[src/rtl/store_buffer_unit.sv]
// store_buffer_unit: store request datapath with a DEPTH-entry drain FIFO.
// Each request (base + offset, data, size) is turned into an XLEN/8-aligned
// address, byte strobes and lane-shifted write data, and then queued. The
// queue drains to data memory over a valid/ready port.
//
// Optional feature macro: MISALIGN_TRAP_EN
//   defined   : illegal requests are accepted, dropped, and flagged on misalign
//   undefined : misaligned requests are force-aligned and pushed normally
//
// Ports:
//   clk, rst_n                 clock, asynchronous active-low reset
//   req_valid/req_ready        request handshake (req_ready = !full)
//   req_base/data/offset/size  store operands; size 0..3 = byte..double
//   mem_valid/mem_ready        drain handshake for the head entry
//   mem_addr/wdata/wstrb       head entry payload
//   count, empty, full         occupancy
//   misalign, misalign_addr    rejected-request pulse and its address
module store_buffer_unit #(
  parameter int unsigned XLEN  = 64,
  parameter int unsigned DEPTH = 4
) (
  input  logic                     clk,
  input  logic                     rst_n,
  input  logic                     req_valid,
  output logic                     req_ready,
  input  logic [XLEN-1:0]          req_base,
  input  logic [XLEN-1:0]          req_data,
  input  logic [XLEN-1:0]          req_offset,
  input  logic [1:0]               req_size,
  output logic                     mem_valid,
  input  logic                     mem_ready,
  output logic [XLEN-1:0]          mem_addr,
  output logic [XLEN-1:0]          mem_wdata,
  output logic [XLEN/8-1:0]        mem_wstrb,
  output logic [$clog2(DEPTH):0]   count,
  output logic                     empty,
  output logic                     full,
  output logic                     misalign,
  output logic [XLEN-1:0]          misalign_addr
);

  localparam int unsigned SW = XLEN / 8;
  localparam int unsigned LW = $clog2(SW);
  localparam int unsigned PW = $clog2(DEPTH);
  localparam int unsigned CW = PW + 1;

  logic [XLEN-1:0] addr_q  [DEPTH];
  logic [XLEN-1:0] wdata_q [DEPTH];
  logic [SW-1:0]   wstrb_q [DEPTH];
  logic [PW-1:0]   wr_ptr, rd_ptr;

  logic [XLEN-1:0] ea_c, low_c, ea_al_c, addr_c, dmask_c, wdata_c;
  logic [SW-1:0]   smask_c, wstrb_c;
  logic [LW-1:0]   lane_c;
  logic [1:0]      size_c;
  logic            accept_c, push_c, pop_c, trap_c;
  logic [PW-1:0]   wr_n_c, rd_n_c;
  logic [CW-1:0]   count_n_c;
  logic [XLEN-1:0] head_addr_c, head_wdata_c;
  logic [SW-1:0]   head_wstrb_c;

  // Request decode: effective address, alignment, strobes and lane data
  always_comb begin
    ea_c   = req_base + req_offset;
    size_c = req_size;
`ifndef MISALIGN_TRAP_EN
    // A double store on a 32-bit datapath degrades to a word store
    if (XLEN == 32 && req_size == 2'd3) size_c = 2'd2;
`endif
    case (size_c)
      2'd0:    begin low_c = XLEN'(0); smask_c = SW'(8'h01); dmask_c = XLEN'(8'hFF);        end
      2'd1:    begin low_c = XLEN'(1); smask_c = SW'(8'h03); dmask_c = XLEN'(16'hFFFF);     end
      2'd2:    begin low_c = XLEN'(3); smask_c = SW'(8'h0F); dmask_c = XLEN'(32'hFFFF_FFFF); end
      default: begin low_c = XLEN'(7); smask_c = SW'(8'hFF); dmask_c = {XLEN{1'b1}};        end
    endcase
    ea_al_c = ea_c & ~low_c;
    lane_c  = ea_al_c[LW-1:0];
    addr_c  = ea_al_c & ~XLEN'(SW - 1);
    wstrb_c = smask_c << lane_c;
    wdata_c = (req_data & dmask_c) << {lane_c, 3'b000};
  end

  // Handshake, push/pop and pointer arithmetic
  always_comb begin
    accept_c = req_valid && req_ready;
`ifdef MISALIGN_TRAP_EN
    trap_c   = accept_c && (((ea_c & low_c) != '0) || (XLEN == 32 && req_size == 2'd3));
    push_c   = accept_c && !trap_c;
`else
    trap_c   = 1'b0;
    push_c   = accept_c;
`endif
    pop_c     = mem_valid && mem_ready;
    wr_n_c    = push_c ? wr_ptr + PW'(1) : wr_ptr;
    rd_n_c    = pop_c  ? rd_ptr + PW'(1) : rd_ptr;
    count_n_c = count + CW'(push_c) - CW'(pop_c);
    // New head: bypass the incoming entry when it lands in the head slot
    if (push_c && wr_ptr == rd_n_c) begin
      head_addr_c  = addr_c;
      head_wdata_c = wdata_c;
      head_wstrb_c = wstrb_c;
    end else begin
      head_addr_c  = addr_q[rd_n_c];
      head_wdata_c = wdata_q[rd_n_c];
      head_wstrb_c = wstrb_q[rd_n_c];
    end
  end

  // Entry storage; contents are only observed through valid pointers
  always_ff @(posedge clk) begin
    if (push_c) begin
      addr_q[wr_ptr]  <= addr_c;
      wdata_q[wr_ptr] <= wdata_c;
      wstrb_q[wr_ptr] <= wstrb_c;
    end
  end

  // Pointers, occupancy flags and registered memory-side outputs
  always_ff @(posedge clk or negedge rst_n) begin
    if (!rst_n) begin
      wr_ptr        <= '0;
      rd_ptr        <= '0;
      count         <= '0;
      empty         <= 1'b1;
      full          <= 1'b0;
      req_ready     <= 1'b0;
      mem_valid     <= 1'b0;
      mem_addr      <= '0;
      mem_wdata     <= '0;
      mem_wstrb     <= '0;
      misalign      <= 1'b0;
      misalign_addr <= '0;
    end else begin
      wr_ptr    <= wr_n_c;
      rd_ptr    <= rd_n_c;
      count     <= count_n_c;
      empty     <= (count_n_c == '0);
      full      <= (count_n_c == CW'(DEPTH));
      req_ready <= (count_n_c != CW'(DEPTH));
      mem_valid <= (count_n_c != '0);
      // Hold last payload when the buffer goes empty
      if (count_n_c != '0) begin
        mem_addr  <= head_addr_c;
        mem_wdata <= head_wdata_c;
        mem_wstrb <= head_wstrb_c;
      end
      misalign <= trap_c;
      if (trap_c) misalign_addr <= ea_c;
    end
  end

endmodule
[config.mk]
export PLATFORM = sky130hd
export DESIGN_NAME = store_buffer_unit
export DESIGN_NICKNAME = d
export VERILOG_FILES = /design/src/rtl/store_buffer_unit.sv
export SDC_FILE = /design/constraint.sdc
export NUM_CORES = 1
export LEC_CHECK = 0
export ABC_AREA = 1
export BUFFER_PORTS_ARGS = -buffer_cell sky130_fd_sc_hd__buf_2
export CORE_MARGIN = 5
export CORE_UTILIZATION = 35
export DETAILED_ROUTE_END_ITERATION = 8
export GPL_TIMING_DRIVEN = 1
export PLACE_DENSITY = 0.52
export SLEW_MARGIN = 0
export SYNTH_ARGS = -nofsm -noshare
export SYNTH_HDL_FRONTEND = slang
export SYNTH_SLANG_ARGS = --single-unit
[constraint.sdc]
create_clock -name clk -period 9.6 [get_ports clk]
set_input_delay 0.96 -clock clk [delete_from_list [all_inputs] [get_ports clk]]
set_output_delay 0.96 -clock clk [all_outputs]
set_load 0.05 [all_outputs]
After elaboration in Yosys (flattened, before gate mapping)

Memory sizes are Yosys's and may differ from the RTL's. A register that Yosys moved wholly into a read port is not among the register bits.
Cells that the tools add are included.

Input port bits: 198
Logic and storage cells: 42
Memory bits (writable): 532
Memories kept: 3
Output and inout bits: 208
Register bits: 75

Muxes and demuxes: 7
Add/sub/neg operators: 5
Eq/ne operators: 5
Bitwise operators: 3
Reductions and logical operators: 9
Shift operators: 2

Memories:

| name    | depth | width | read ports | clocked after Yosys merged registers in | wr ports | line | source |
|---|---|---|---|---|---|---|---|
| wdata_q | 4     | 64    | 1          | 1                                       | 1        | 48   | `logic [XLEN-1:0] wdata_q [DEPTH];` |
| addr_q  | 4     | 61    | 1          | 1                                       | 1        | 47   | `logic [XLEN-1:0] addr_q [DEPTH];` |
| wstrb_q | 4     | 8     | 1          | 1                                       | 1        | 49   | `logic [SW-1:0] wstrb_q [DEPTH];` |

Operator list:

| kind                                          | number |
|---|---|
| case mux 64 bit (3 select lines)              | 1 |
| AND 64 bit                                    | 2 |
| adder 64 bit                                  | 1 |
| two-way mux 64 bit                            | 1 |
| NOT 64 bit                                    | 1 |
| left shift 64 x 6 -> 64 bit                   | 1 |
| case mux 8 bit (3 select lines)               | 1 |
| case mux 3 bit (3 select lines)               | 1 |
| left shift 8 x 3 -> 8 bit                     | 1 |
| adder 2 x 1 -> 2 bit, second input constant   | 2 |
| adder 3 x 1 -> 3 bit                          | 1 |
| == test 3 bit, second input constant          | 1 |
| logical AND 1 bit                             | 3 |
| zero test 1 bit                               | 3 |
| zero test 3 bit                               | 1 |
| inequality test 3 bit, second input constant  | 1 |
| nonzero test 3 bit                            | 1 |
| subtractor 3 x 1 -> 3 bit                     | 1 |
| == test 2 x 1 -> 1 bit, second input constant | 1 |
| == test 2 bit                                 | 1 |
| == test 2 bit, second input constant          | 1 |
| zero test 2 bit                               | 1 |
| two-way mux 1 bit                             | 2 |
| two-way mux 2 bit                             | 1 |

Logic depth before layout (Yosys ltp)

Depth in word-level cells: 5
Depth in mapped cells: 17
Mapped depth without buffers: 17

Worst setup path after synthesis

No wires, ideal clock.

Path kind: input port to flip-flop
Start point: input port req_valid
End point: memory addr_q[0][0] (netlist bit), enable pin
Arrival: 6.718 ns
Slack: 2.254 ns
Stages on the path: 2
Path through: nand2_1 > nor2_1

Longest elaborated chain between the ends: 3

RTL lines:

| what                                    | line | source |
|---|---|---|
| from (decl)                             | 24   | `input logic req_valid,` |
| logical AND 1 bit                       | 85   | `accept_c = req_valid && req_ready;` |
| two-way mux 1 bit                       | 111  | `if (push_c) begin` |
| two-way mux 1 bit (implied by the code) | 112  | `addr_q[wr_ptr] <= addr_c;` |
| to (decl)                               | 47   |  |

Every way passes these cells.

Worst setup path after layout

Start point: input port mem_ready
End point: register mem_wdata[7] (read register of wdata_q)

Longest elaborated chain between the ends: 3
Elaborated cells on any way between the ends: 4

RTL lines:

| what                      | line | source |
|---|---|---|
| from (decl)               | 31   | `input logic mem_ready,` |
| logical AND 1 bit *       | 93   | `pop_c = mem_valid && mem_ready;` |
| subtractor 3 x 1 -> 3 bit | 96   | `count_n_c = count + CW'(push_c) - CW'(pop_c);` |
| nonzero test 3 bit        | 142  | `if (count_n_c != '0) begin` |
| to (decl)                 | 33   | `output logic [XLEN-1:0] mem_wdata,` |

Mark *: on every way between the ends. The rest lies on a longest branch, timed or not.
A chain may end at the register's enable or synchronous reset.

==> out/qor.txt <==
Reg-to-Reg Start - mem_valid
Netlist cell types - 39
Crit path required time - 10110 ps
yosys warns - 0
Crit Path Category - input port to flip-flop
die area - 0.1027 mm^2
Fin Setup TNS - 0 ps
ys flop type - edfxtp_1
Leak - 16.97 nW
ranking of synthesized cells by area - edfxtp_1, nand2_1, dfrtp_1
# IOs - 406
Placed Instance Area - 0.03637 mm^2
initial core utilization - 0.3540
Skew-Pair Late Insertion Delay - 630 ps
Pre-antenna DRT Iters - 5
Root Buffer - clkbuf_16
RSZ-0062 raised after global routing - false
DR vias/cell - 4.970
critical path startpoint - mem_ready
Routed WL - 112.1 mm
Setup Fix Bufs, Post-CTS - 0
DR iter-0 viols - 2270
DIE WIDTH - 320.4 um
number of synthesized flops with an enable pin - 532
maximum clock frequency - 219.6 MHz
Multi-input gate area - 0.01169 mm^2
total gr overflow - 0
commonest cells in the synthesized netlist - nand2_1, edfxtp_1, nor2_1
routability cong. - 0.9215
Min-Delay Path Class - input port to async pin
slew at the pin with the worst max-slew slack - 1043 ps
CTS H-tree lvls - 3
detailed placement HPWL - 74.92 mm
Num CTS Buffers - 78
DRT antenna net count - 0
CTS Buffer Depth - 3
met3 WL - 6.882 mm
PostCTS Resize Cnt - 0
Syn Area/Cell - 9.021 um^2
initial antenna violation count - 1
fin crit period - 4554 ps
first-pass GRT wire length - 164.8 mm
Seq/Total Area, Yosys - 0.5805
DR WL/cell - 20.93 um
post-route setup slack - 5046 ps
post-route cell area - 0.03906 mm^2
Reg area - 0.01958 mm^2
Final #Nets - 4294
Relative slew margins - 0.3048
most frequent cell after synthesis - nand2_1
drt drc - 0
fillers - 9576
highest metal used - met4
wire length on met2 - 53.33 mm
clock transition at the registers of the reported paths - 60 ps
row count - 113
asr flop ratio synth - 0.2130
crit end category - flip-flop
post-synthesis register bit count - 676
maximum VDD drop - 0.3329 mV
Final Util - 0.4099
Tcrit/Tclk final - 0.4743
pwr dens - 349.6 mW/mm^2
dpl ws - 4338 ps
area share of the largest cell type after synthesis - 0.4736
Post-Synthesis Cell Area - 0.03373 mm^2
top cell type by total area after synthesis - edfxtp_1
area grow syn2layout - 15.79%
Worst Skew - 29.55 ps
status - complete, no violations
Core Region - 0.09529 mm^2
Mapped Cells - 3739
crit path DAT - 5070 ps
Worst setup SP type - input port
Hold WS - 337.1 ps
max-slew violation count - 0
Die Ht - 320.4 um
hold_buf cts - 0
port buffer count - 337
# diodes - 0
GR Util All Layers - 0.2107
CTS tree - built
final cell count without fillers - 5355
via count - 26610
share of cells above drive strength 1 - 0.1276
vias in the first global route - 25480
largest net degree at the start of global routing - 136
CP max FO - 127
Maximum Capacitance Violations - 0
Final Hold Fails - 0
Num Clock Sinks - 676
WL met1 - 47.82 mm
Placed Cells - 5210
Setup violations, final - 0
total power - 13.65 mW
-- cells by family (layout without fill, tap and decap cells) --
kind of cell / count (synthesis) / in the layout / synth area share
AO/OA/AOI/OAI: 650 / 650 / 0.1091
XOR/XNOR: 31 / 31 / 0.008606
adder cells (fa/ha/maj): 71 / 71 / 0.02678
buffers and inverters: 641 / 925 / 0.08176
flip-flops: 676 / 676 / 0.5805
other: 1 / 68 / 0.0001112
AND/OR/NAND/NOR: 1669 / 1669 / 0.1931
-- state kept, by name, summed over array words and instances (netlist names) --
register and flops:
addr_q 244, mem_wdata 64, rd_ptr 2, mem_valid 1
req_ready 1, wstrb_q 32, mem_addr 61, count 3
wdata_q 256, full 1, wr_ptr 2, empty 1
mem_wstrb 8
-- path summary, 6_finish.rpt --
check | end | slack, ps | cells after the start
hold / removal | mem_addr[42] | 340 | 1
setup / recovery | mem_wdata[7] | 5050 | 15
setup reg to reg | mem_wdata[7] | 5080 | 14
max in group asynchronous | full | 7230 | 3
hold reg to reg | mem_wdata[18] | 470 | 2
min in group clk | mem_wdata[18] | 470 | 2
-- cells in the final DEF, fill, tap and decap left out, types with 12 or more instances in the layout --
cell type,instances
a22oi_1,23
dfrtp_1,143
clkbuf_8,12
o21ai_0,325
ha_1,69
clkbuf_1,19
inv_1,405
nand2_1,1027
nand3_1,99
clkbuf_16,79
nor3_1,17
buf_2,336
buf_4,26
edfxtp_1,532
o211ai_1,67
xor2_1,20
or2_2,20
a21oi_1,103
nor2_1,479
conb_1,68
o22ai_1,103
-- where the power goes --
part	leakage, nW	total (mW)	internal (mW)	switching (mW)
registers	6.62	4.48	4.12	0.350
clock network	1.29	3.04	1.82	1.22
logic	9.05	6.14	1.53	4.61
-- critical path, stage by stage --
cell      delay [ps]
buf_2             90
nand2_1          100
inv_2             60
nand2_2          130
nand2_4          390
inv_8            700
nand2_1          120
a21oi_1          190
nand2_2           60
buf_4            280
inv_6            550
buf_4            690
o21ai_0          220
o211ai_1         140
nand2_1           70
-- layout make-up --
cell class	instances	area share
Sequential cell	676	0.5013
Multi-Input combinational cell	2489	0.2993
Clock buffer	110	0.05667
Timing Repair Buffer	366	0.04988
Tap cell	1265	0.04053
Inverter	414	0.04030
Clock inverter	35	0.01201
-- metal layers --
metal,GRT usage,up-vias
met2,0.3516,951
met5,0,-
met1,0.2811,12640
met3,0.03443,183
met4,0.07153,0
li1,-,12840
No activity file was read; power rests on OpenSTA's default activity.
